### src/rtl/vector_fetch_ctrl.sv
// Exception/interrupt front end: picks the highest-priority event, reads its handler PC
// from the vector table ROM and offers it to fetch with a req/ack handshake until ERET.
module vector_fetch_ctrl #(
   parameter int unsigned DATA_WIDTH = 32,
   parameter int unsigned ADDR_WIDTH = 4,
   parameter int unsigned IRQ_LINES  = 8,
   parameter int unsigned IRQ_BASE   = 8
) (
   input  logic                  i_clk,
   input  logic                  i_rst,
   input  logic                  i_exc,
   input  logic [ADDR_WIDTH-1:0] i_exc_code,
   input  logic [IRQ_LINES-1:0]  i_irq,
   input  logic                  i_ie,
   input  logic                  i_eret,
   input  logic                  i_ack,
   input  logic [DATA_WIDTH-1:0] i_vec_data,
   output logic [ADDR_WIDTH-1:0] o_vec_addr,
   output logic                  o_req,
   output logic [DATA_WIDTH-1:0] o_target_pc,
   output logic [ADDR_WIDTH-1:0] o_cause,
   output logic                  o_busy
);

   localparam logic [1:0] IDLE    = 2'd0;
   localparam logic [1:0] FETCH   = 2'd1;
   localparam logic [1:0] PRESENT = 2'd2;
   localparam logic [1:0] HANDLER = 2'd3;

   // IRQ indices must fit the vector table without wrapping
   if (IRQ_BASE + IRQ_LINES > 2**ADDR_WIDTH) begin : g_bad_irq_range
      $error("vector_fetch_ctrl: IRQ_BASE+IRQ_LINES exceeds vector table size");
   end

   logic [1:0]            state_q, state_d;
   logic [ADDR_WIDTH-1:0] vec_addr_d, cause_d;
   logic [DATA_WIDTH-1:0] pc_d;
   logic                  req_d, busy_d;
   logic                  irq_hit;
   logic [ADDR_WIDTH-1:0] irq_cause;

   // Lowest-numbered active line wins: scan downward so the last hit is the lowest
   always_comb begin
      irq_hit   = 1'b0;
      irq_cause = '0;
      for (int i = int'(IRQ_LINES) - 1; i >= 0; i--) begin
         if (i_irq[i]) begin
            irq_hit   = 1'b1;
            irq_cause = ADDR_WIDTH'(IRQ_BASE + 32'(i));
         end
      end
   end

   always_comb begin
      state_d    = state_q;
      vec_addr_d = o_vec_addr;
      cause_d    = o_cause;
      pc_d       = o_target_pc;
      req_d      = o_req;
      busy_d     = o_busy;
      case (state_q)
         IDLE: begin
            if (i_exc) begin
               vec_addr_d = i_exc_code;
               cause_d    = i_exc_code;
               busy_d     = 1'b1;
               state_d    = FETCH;
            end else if (i_ie && irq_hit) begin
               vec_addr_d = irq_cause;
               cause_d    = irq_cause;
               busy_d     = 1'b1;
               state_d    = FETCH;
            end
         end
         FETCH: begin
            pc_d    = i_vec_data;
            req_d   = 1'b1;
            state_d = PRESENT;
         end
         PRESENT: begin
            if (i_ack) begin
               req_d   = 1'b0;
               state_d = HANDLER;
            end
         end
         HANDLER: begin
            // A nested exception outranks a simultaneous ERET
            if (i_exc) begin
               vec_addr_d = i_exc_code;
               cause_d    = i_exc_code;
               state_d    = FETCH;
            end else if (i_eret) begin
               busy_d  = 1'b0;
               state_d = IDLE;
            end
         end
         default: state_d = IDLE;
      endcase
   end

   always_ff @(posedge i_clk or posedge i_rst) begin
      if (i_rst) begin
         state_q     <= IDLE;
         o_vec_addr  <= '0;
         o_cause     <= '0;
         o_target_pc <= '0;
         o_req       <= 1'b0;
         o_busy      <= 1'b0;
      end else begin
         state_q     <= state_d;
         o_vec_addr  <= vec_addr_d;
         o_cause     <= cause_d;
         o_target_pc <= pc_d;
         o_req       <= req_d;
         o_busy      <= busy_d;
      end
   end

endmodule

### config.mk
export PLATFORM = sky130hd
export DESIGN_NAME = vector_fetch_ctrl
export DESIGN_NICKNAME = d
export VERILOG_FILES = /design/src/rtl/vector_fetch_ctrl.sv
export SDC_FILE = /design/constraint.sdc
export NUM_CORES = 1
export LEC_CHECK = 0
export ABC_AREA = 1
export CAP_MARGIN = 10
export CORE_MARGIN = 3
export CORE_UTILIZATION = 39
export DETAILED_ROUTE_END_ITERATION = 16
export PLACE_DENSITY = 0.86
export SLEW_MARGIN = 15
export SYNTH_ARGS = -nofsm -noshare
export SYNTH_HDL_FRONTEND = slang
export SYNTH_SLANG_ARGS = --single-unit
### constraint.sdc
create_clock -name i_clk -period 1.7 [get_ports i_clk]
set_input_delay 0.255 -clock i_clk [delete_from_list [all_inputs] [get_ports i_clk]]
set_output_delay 0.255 -clock i_clk [all_outputs]
set_load 0.02 [all_outputs]
# Word-level counts from Yosys, hierarchy flattened
# Index checks and enable logic that the tools add are counted.
# Widths: inputs -> output; s select.
[word_totals]
register_bits = 40
output_inout_bits = 42
[classes]
eq_ne = 9
n_mux = 33
reduce_logical = 8
[op_table]
columns = ["operator", "n"]
rows = [
  ["$mux 4", 11],
  ["$mux 1", 13],
  ["$mux 2", 5],
  ["$ne 2x2->1 const B", 4],
  ["$pmux 2 s4", 1],
  ["$pmux 4 s2", 1],
  ["$ne 3x3->1 const B", 2],
  ["$reduce_and 3->1", 2],
  ["$eq 2x2->1 const B", 2],
  ["$pmux 1 s2", 2],
  ["$reduce_and 4->1", 1],
  ["$reduce_bool 2->1", 2],
  ["$eq 2x1->1 const B", 1],
  ["$logic_not 2->1", 1],
  ["$reduce_and 2->1", 1],
  ["$logic_and 1x1->1", 1],
]

# Logic depth before layout (Yosys ltp)
# Gate-level depths: netlist of the first run.
[logic_depth]
depth_word = 12
ltp_mapped = 11
ltp_nobuf = 11

# Least setup slack after synthesis of the first run
# No wires, ideal clock.
[synth_path]
path_type = "reg2reg"
startpoint = "register state_q[1]"
endpoint = "register o_target_pc[10]"
setup_time_ns = 0.125
t_arrival_ns = 1.282
required_time_ns = 1.575
setup_slack_ns = 0.293
stages_incl_launch_ff = 6
path_buffers = 2
synth_period_minus_slack_ns = 1.407
path_cell_list = "dfrtp_1 -> inv_1 -> ha_1 -> buf_2 -> buf_2 -> mux2_2"
[synth_between]
elab_chain_len = 1
[synth_lines]
columns = ["item", "line", "source"]
rows = [
  ["from (decl)", "35", "logic [1:0] state_q, state_d;"],
  ["from (signal assigned)", "110", "state_q <= state_d;"],
  ["$eq 2x1->1", "61", "case (state_q)"],
  ["to (signal assigned)", "113", "o_target_pc <= pc_d;"],
  ["to (decl)", "20", "output logic [DATA_WIDTH-1:0] o_target_pc,"],
]
# No other way between the ends.
# A chain may end at the register's enable or synchronous reset.

==> impl_metrics.toml, run 1 <==
[worst_setup_path]
worst-path-stages = 1
reg2regPathDepth = 8
r2r_start = "state_q[0]"
critical_path_buf_inv_count = 1
cp_top_family = "buffers and inverters"
crit_start = "o_cause[2]"
cp_cell_sequence = "clkdlybuf4s50_1"
critical_path_class = "flip-flop to primary output"
cp.arrival_ns = 1.31
crit_required_ns = 1.44
critPathLaunchType = "flip-flop"
cp_slowest_cell = "clkdlybuf4s50_1"
endpoint_kind = "primary output"
worstPathMaxFanout = 3
cpPeakStageDelay_ns = 0.63

[die]
die_x_um = 73.6
die_y_um = 73.6
io_pins = 92
core_area_mm2 = 0.00420
initial_utilization_pct = 42.5
die_area_mm2 = 0.00542
fp-row-count = 23

[sta]
slew_viol_final = 0
finalSetupViolCount = 0
period_minus_slack_ns = 1.57
hold_viol = 0
worst_slack_ns = 0.134
finClkSkew_ns = 0.00403
post-route-period-util_pct = 92.1
tightest_slew_ns = 0.277
fmax_mhz = 639
whs_ns = 0.333
setup_tns_ns = 0
slew_headroom_pct = 81.5
rsz0062_at_grt = "false"

[power]
p_leak_nw = 1.27
p_per_area_mw_per_mm2 = 1910
peakVddDrop_mv = 0.947
power_mw = 5.45

[global_routing]
antenna_found_initial = 0
grt_max_degree = 34
grt_pass1_wl_um = 6560
overflow = 0
grtUsageTotal_pct = 15.8
grt_pass1_vias = 1437

[yosys]
synth.top_cell.area_share_pct = 56.1
yosys.cell_types.count = 16
synthSimpleGateAreaFrac_pct = 11.8
muxShareOfSynthArea_pct = 20.2
synthCells = 161
syn_area_mm2 = 0.00178
synth_fa_ha_area_share_pct = 2.81
synth_xor_area_share_pct = 0
yosysWarnings = 0
seq_area_frac_synth_pct = 56.1
synth_area_leader_cell = "dfrtp_1"
avgSynthCellArea_um2 = 11.1
synth_compound_area_share_pct = 3.37
yosys-top-cells-area = "dfrtp_1 (56%), mux2_2 (20%), nand2_1 (7.6%), inv_1 (2.9%), ha_1 (2.8%)"
synth_fp_nets = 215
synth_top_family_by_area = "multiplexers"
ys_ff_latch = 40

[clocking]
ctsHoldBuffers = 0
htree_levels = 2
tritoncts = "done"
cts_sinks = 40
clockBufferDepth = 2
clk_latency_ns = 0.28
clkTransAtPathRegs_ns = 0.07
cts_resized = 0
post-cts-setup-buffer-count = 0
cts_made_buffers = 5
root_buffer = "clkbuf_8"

[layout]
n_fill_cell = 339
final_cell_area_mm2 = 0.00285
layout-drive-gt1-share_pct = 18.4
instances_no_fill = 305
area_delta_synth_final_pct = 60.0
fin_util_pct = 67.9
diodes = 0
nNetsFinal = 308

[place]
place_ws_ns = 0.154
portBuffers = 91
gp_congestion = 0.837
dp.cells = 297
dp_hpwl_um = 3290
placed_area_mm2 = 0.00274

[route]
totalWireLength_um = 4050
drt_iter0_markers = 58
firstDrtPassIters = 4
via_per_inst = 4.65
wl_per_cell_um = 13.3
drtAntennaViolNets = 0
via_count = 1419
post-route-drc-count = 0

[outcome]
outcome = "finished clean"

[hold_path]
min_path_type = "input pin to async pin"

[run]
drv_cap = 0
-- metal layers --
| layer | global-route usage [%] | up-vias | part of all wire, % |
|---|---|---|---|
| li1 | - | 699 | - |
| met1 | 18.4 | 652 | 38 |
| met2 | 27.4 | 63 | 52 |
| met3 | 5.20 | 5 | 8.6 |
| met4 | 5.23 | 0 | 0.79 |
| met5 | 0 | - | 0 |
-- worst paths after layout --
path,to,slack [ns]
worst max-delay path,o_vec_addr[2],0.13
min in group i_clk,o_target_pc[1],0.51
worst min-delay path,o_target_pc[17],0.33
worst min register to register,o_target_pc[1],0.51
max in group asynchronous,o_target_pc[16],1.14
worst max register to register,o_cause[0],0.26
-- cell usage in the layout (no fill, tap or decap), drive strengths merged --
master	Yosys	routed
clkbuf	0	6
inv	14	14
nand2	37	37
clkdlybuf4s50	0	91
buf	8	3
nand3	2	2
a21oi	3	3
or2	1	1
ha	4	4
clkinv	0	1
nor2	12	12
mux2	32	32
bufinv	0	1
a211oi	1	1
dfrtp	40	40
nand3b	1	1
o21ai	6	6
-- where the power goes --
part / internal [mW] / total (mW) / switching (mW)
sequential: 1.45 / 1.72 / 0.277
clock: 0.435 / 0.743 / 0.307
combinational: 1.59 / 2.98 / 1.39
-- synthesized netlist by cell type --
| cell | instances |
|---|---|
| nand3b_1 | 1 |
| buf_2 | 4 |
| nor2_1 | 12 |
| o21ai_0 | 4 |
| a211oi_1 | 1 |
| dfrtp_1 | 40 |
| mux2_2 | 32 |
| nand3_1 | 2 |
| nand2_2 | 1 |
| nand2_1 | 36 |
| ha_1 | 4 |
| or2_2 | 1 |
| buf_4 | 4 |
| a21oi_1 | 3 |
| o21ai_2 | 2 |
| inv_1 | 14 |
-- flip-flops by register name, indices dropped and copies added (netlist names) --
name / count
o_busy: 1
o_cause: 4
o_req: 1
o_target_pc: 32
state_q: 2
-- layout make-up --
cell class / instances / area [um2] / share of cell area, %
timing repair buffer: 94 / 946 / 33.1
tap: 50 / 62.6 / 2.19
multi-input combinational: 99 / 684 / 24.0
clock buffer: 6 / 72.6 / 2.54
inverter: 14 / 52.6 / 1.84
sequential: 40 / 1000 / 35.1
clock inverter: 2 / 35.0 / 1.23
-- logic make-up after synthesis --
logic type | count (synthesis)
fa+ha+maj | 4
flops | 40
buf+inv | 22
simple gates | 53
compound gates | 10
mux | 32
(Power assumes the default switching activity.)
==> inputs of run 2 (changes only) <==
--- a/config.mk
+++ b/config.mk
@@ -8,9 +8,11 @@
 export ABC_AREA = 1
 export CAP_MARGIN = 10
 export CORE_MARGIN = 3
-export CORE_UTILIZATION = 39
+export CORE_UTILIZATION = 40
 export DETAILED_ROUTE_END_ITERATION = 16
-export PLACE_DENSITY = 0.86
+export DONT_BUFFER_PORTS = 1
+export PLACE_DENSITY = 0.61
+export SETUP_SLACK_MARGIN = 0.05
 export SLEW_MARGIN = 15
 export SYNTH_ARGS = -nofsm -noshare
 export SYNTH_HDL_FRONTEND = slang
==> impl_metrics.toml, run 2 (same netlist as run 1, synthesis figures left out) <==
[outcome]
outcome = "finished, violations left"
violations = "negative hold slack"

[clocking]
clk_latency_ns = 0.28
ctsHoldBuffers = 0
cts_sinks = 40
clkTransAtPathRegs_ns = 0.07
root_buffer = "clkbuf_8"
htree_levels = 2
tritoncts = "done"
cts_made_buffers = 5
clockBufferDepth = 2

[global_routing]
antenna_found_initial = 0
grt_pass1_vias = 1145
grt_max_degree = 41
overflow = 0
grt_pass1_wl_um = 5300
grtUsageTotal_pct = 13.2

[layout]
largest_reg_flops = 32
seq_area_mm2 = 0.00100
area_delta_synth_final_pct = 7.78
layout-drive-gt1-share_pct = 28.8
final_common_cell = "dfrtp_1"
n_fill_cell = 376
regMostFlops = "o_target_pc"
nNetsFinal = 216
fin_util_pct = 46.4
diodes = 0
final_cell_mix = "dfrtp_1 (40), nand2_1 (36), mux2_2 (32)"
multi_input_area_um2 = 689
biggestRegsByFlops = "o_target_pc (32), o_cause (4), state_q (2)"

[place]
portBuffers = 0
dp_hpwl_um = 2660
gp_congestion = 0.732

[route]
wl_per_cell_um = 15.7
firstDrtPassIters = 4
drtAntennaViolNets = 0
post-route-drc-count = 0
via_count = 1069
drt_iter0_markers = 32
via_per_inst = 5.02
totalWireLength_um = 3330

[die]
die_x_um = 72.8
fp-row-count = 23
core_area_mm2 = 0.00414
die_y_um = 72.8
initial_utilization_pct = 43.1
die_area_mm2 = 0.00530
io_pins = 92

[sta]
whs_ns = -0.0111
fmax_mhz = 697
slew_viol_final = 0
finalSetupViolCount = 0
post-route-period-util_pct = 84.4
period_minus_slack_ns = 1.43
tightest_slew_ns = 0.488
finClkSkew_ns = 0.00363
hold_viol = 25
rsz0062_at_grt = "false"
setup_tns_ns = 0
slew_headroom_pct = 67.5

[worst_setup_path]
critical_path_class = "flip-flop to flip-flop"
critPathLaunchType = "flip-flop"
crit_required_ns = 1.86
cp_slowest_cell = "dfrtp_1"
cp.arrival_ns = 1.60
cpPeakStageDelay_ns = 0.43
worstPathMaxFanout = 33
endpoint_kind = "flip-flop"
cp_cell_sequence = "inv_1, ha_1, buf_12, mux2_2"

[power]
clkPwrFrac_pct = 14.4
intPower_mw = 2.46
p_per_area_mw_per_mm2 = 2220
power_frac_seq_pct = 56.5
peakVddDrop_mv = 0.688
p_comb_share_pct = 29.1
switching_share_pct = 42.6
p_switching_mw = 1.82
p_leak_nw = 0.899

[hold_path]
min_path_type = "input pin to async pin"

[run]
drv_cap = 0
## run 2: cell type report
class / instances / share of cell area [%]
clock buffers: 8 / 4.68
inverters: 14 / 2.73
multi-input cells: 99 / 35.8
flip-flops and latches: 40 / 52.0
well taps: 50 / 3.25
repair buffers: 2 / 1.43
## run 2: final timing paths
kind                                start  cells after the start  slack [ns]              end
max                            state_q[1]                      4        0.27   o_target_pc[6]
max in group asynchronous           i_rst                      2        1.37  o_target_pc[12]
min reg2reg                    state_q[1]                      2        0.57       state_q[1]
min in group i_clk         i_vec_data[19]                      1        0.12  o_target_pc[19]
max reg2reg                    state_q[1]                      4        0.27   o_target_pc[6]
min                                 i_rst                      2       -0.01  o_target_pc[21]
## run 2: what timing repair did
| item | 4_1_cts | 5_1_grt |
|---|---|---|
| gates resized for setup | 0 | 3 |
| setup buffers | 0 | 0 |
| setup endpoints to repair | 0 | 4 |
## run 2: critical path: cells and delay by family (launching register included)
family,cells,cell delay (ns)
adders and majority gates,1,0.19
buffers and inverters,2,0.32
DFF,1,0.43
muxes,1,0.36
## run 2: power by group through the flow
stage	Clock [mW]	Sequential, mW	Combinational [mW]
final	0.615	2.42	1.24
after global routing	0.677	2.49	1.42
after CTS	0.642	2.44	1.26
after detailed placement	0	2.45	1.26
after global placement	0	2.43	1.18
after floorplan	0	2.28	1.15
## run 2: layer usage
layer | GRT usage (%) | wire [um]
met4 | 4.92 | 42
met3 | 4.68 | 284
met2 | 24.9 | 1880
met1 | 13.1 | 1130
met5 | 0 | 0
## run 2: stage by stage
stage / instance area, um2 / power (mW) / instances / hold slack [ns] / setup WS [ns]
CTS: 1910 / 4.34 / 213 / 0.000669 / 0.179
floorplan: 1780 / 3.43 / 161 / 0.407 / 0.293
global route: 1920 / 4.59 / 213 / 0.0346 / 0.0721
finish: 1920 / 4.28 / 213 / -0.0111 / 0.266
detailed placement: 1820 / 3.71 / 205 / 0.308 / 0.194
global placement: 1820 / 3.61 / 205 / 0.277 / 0.293
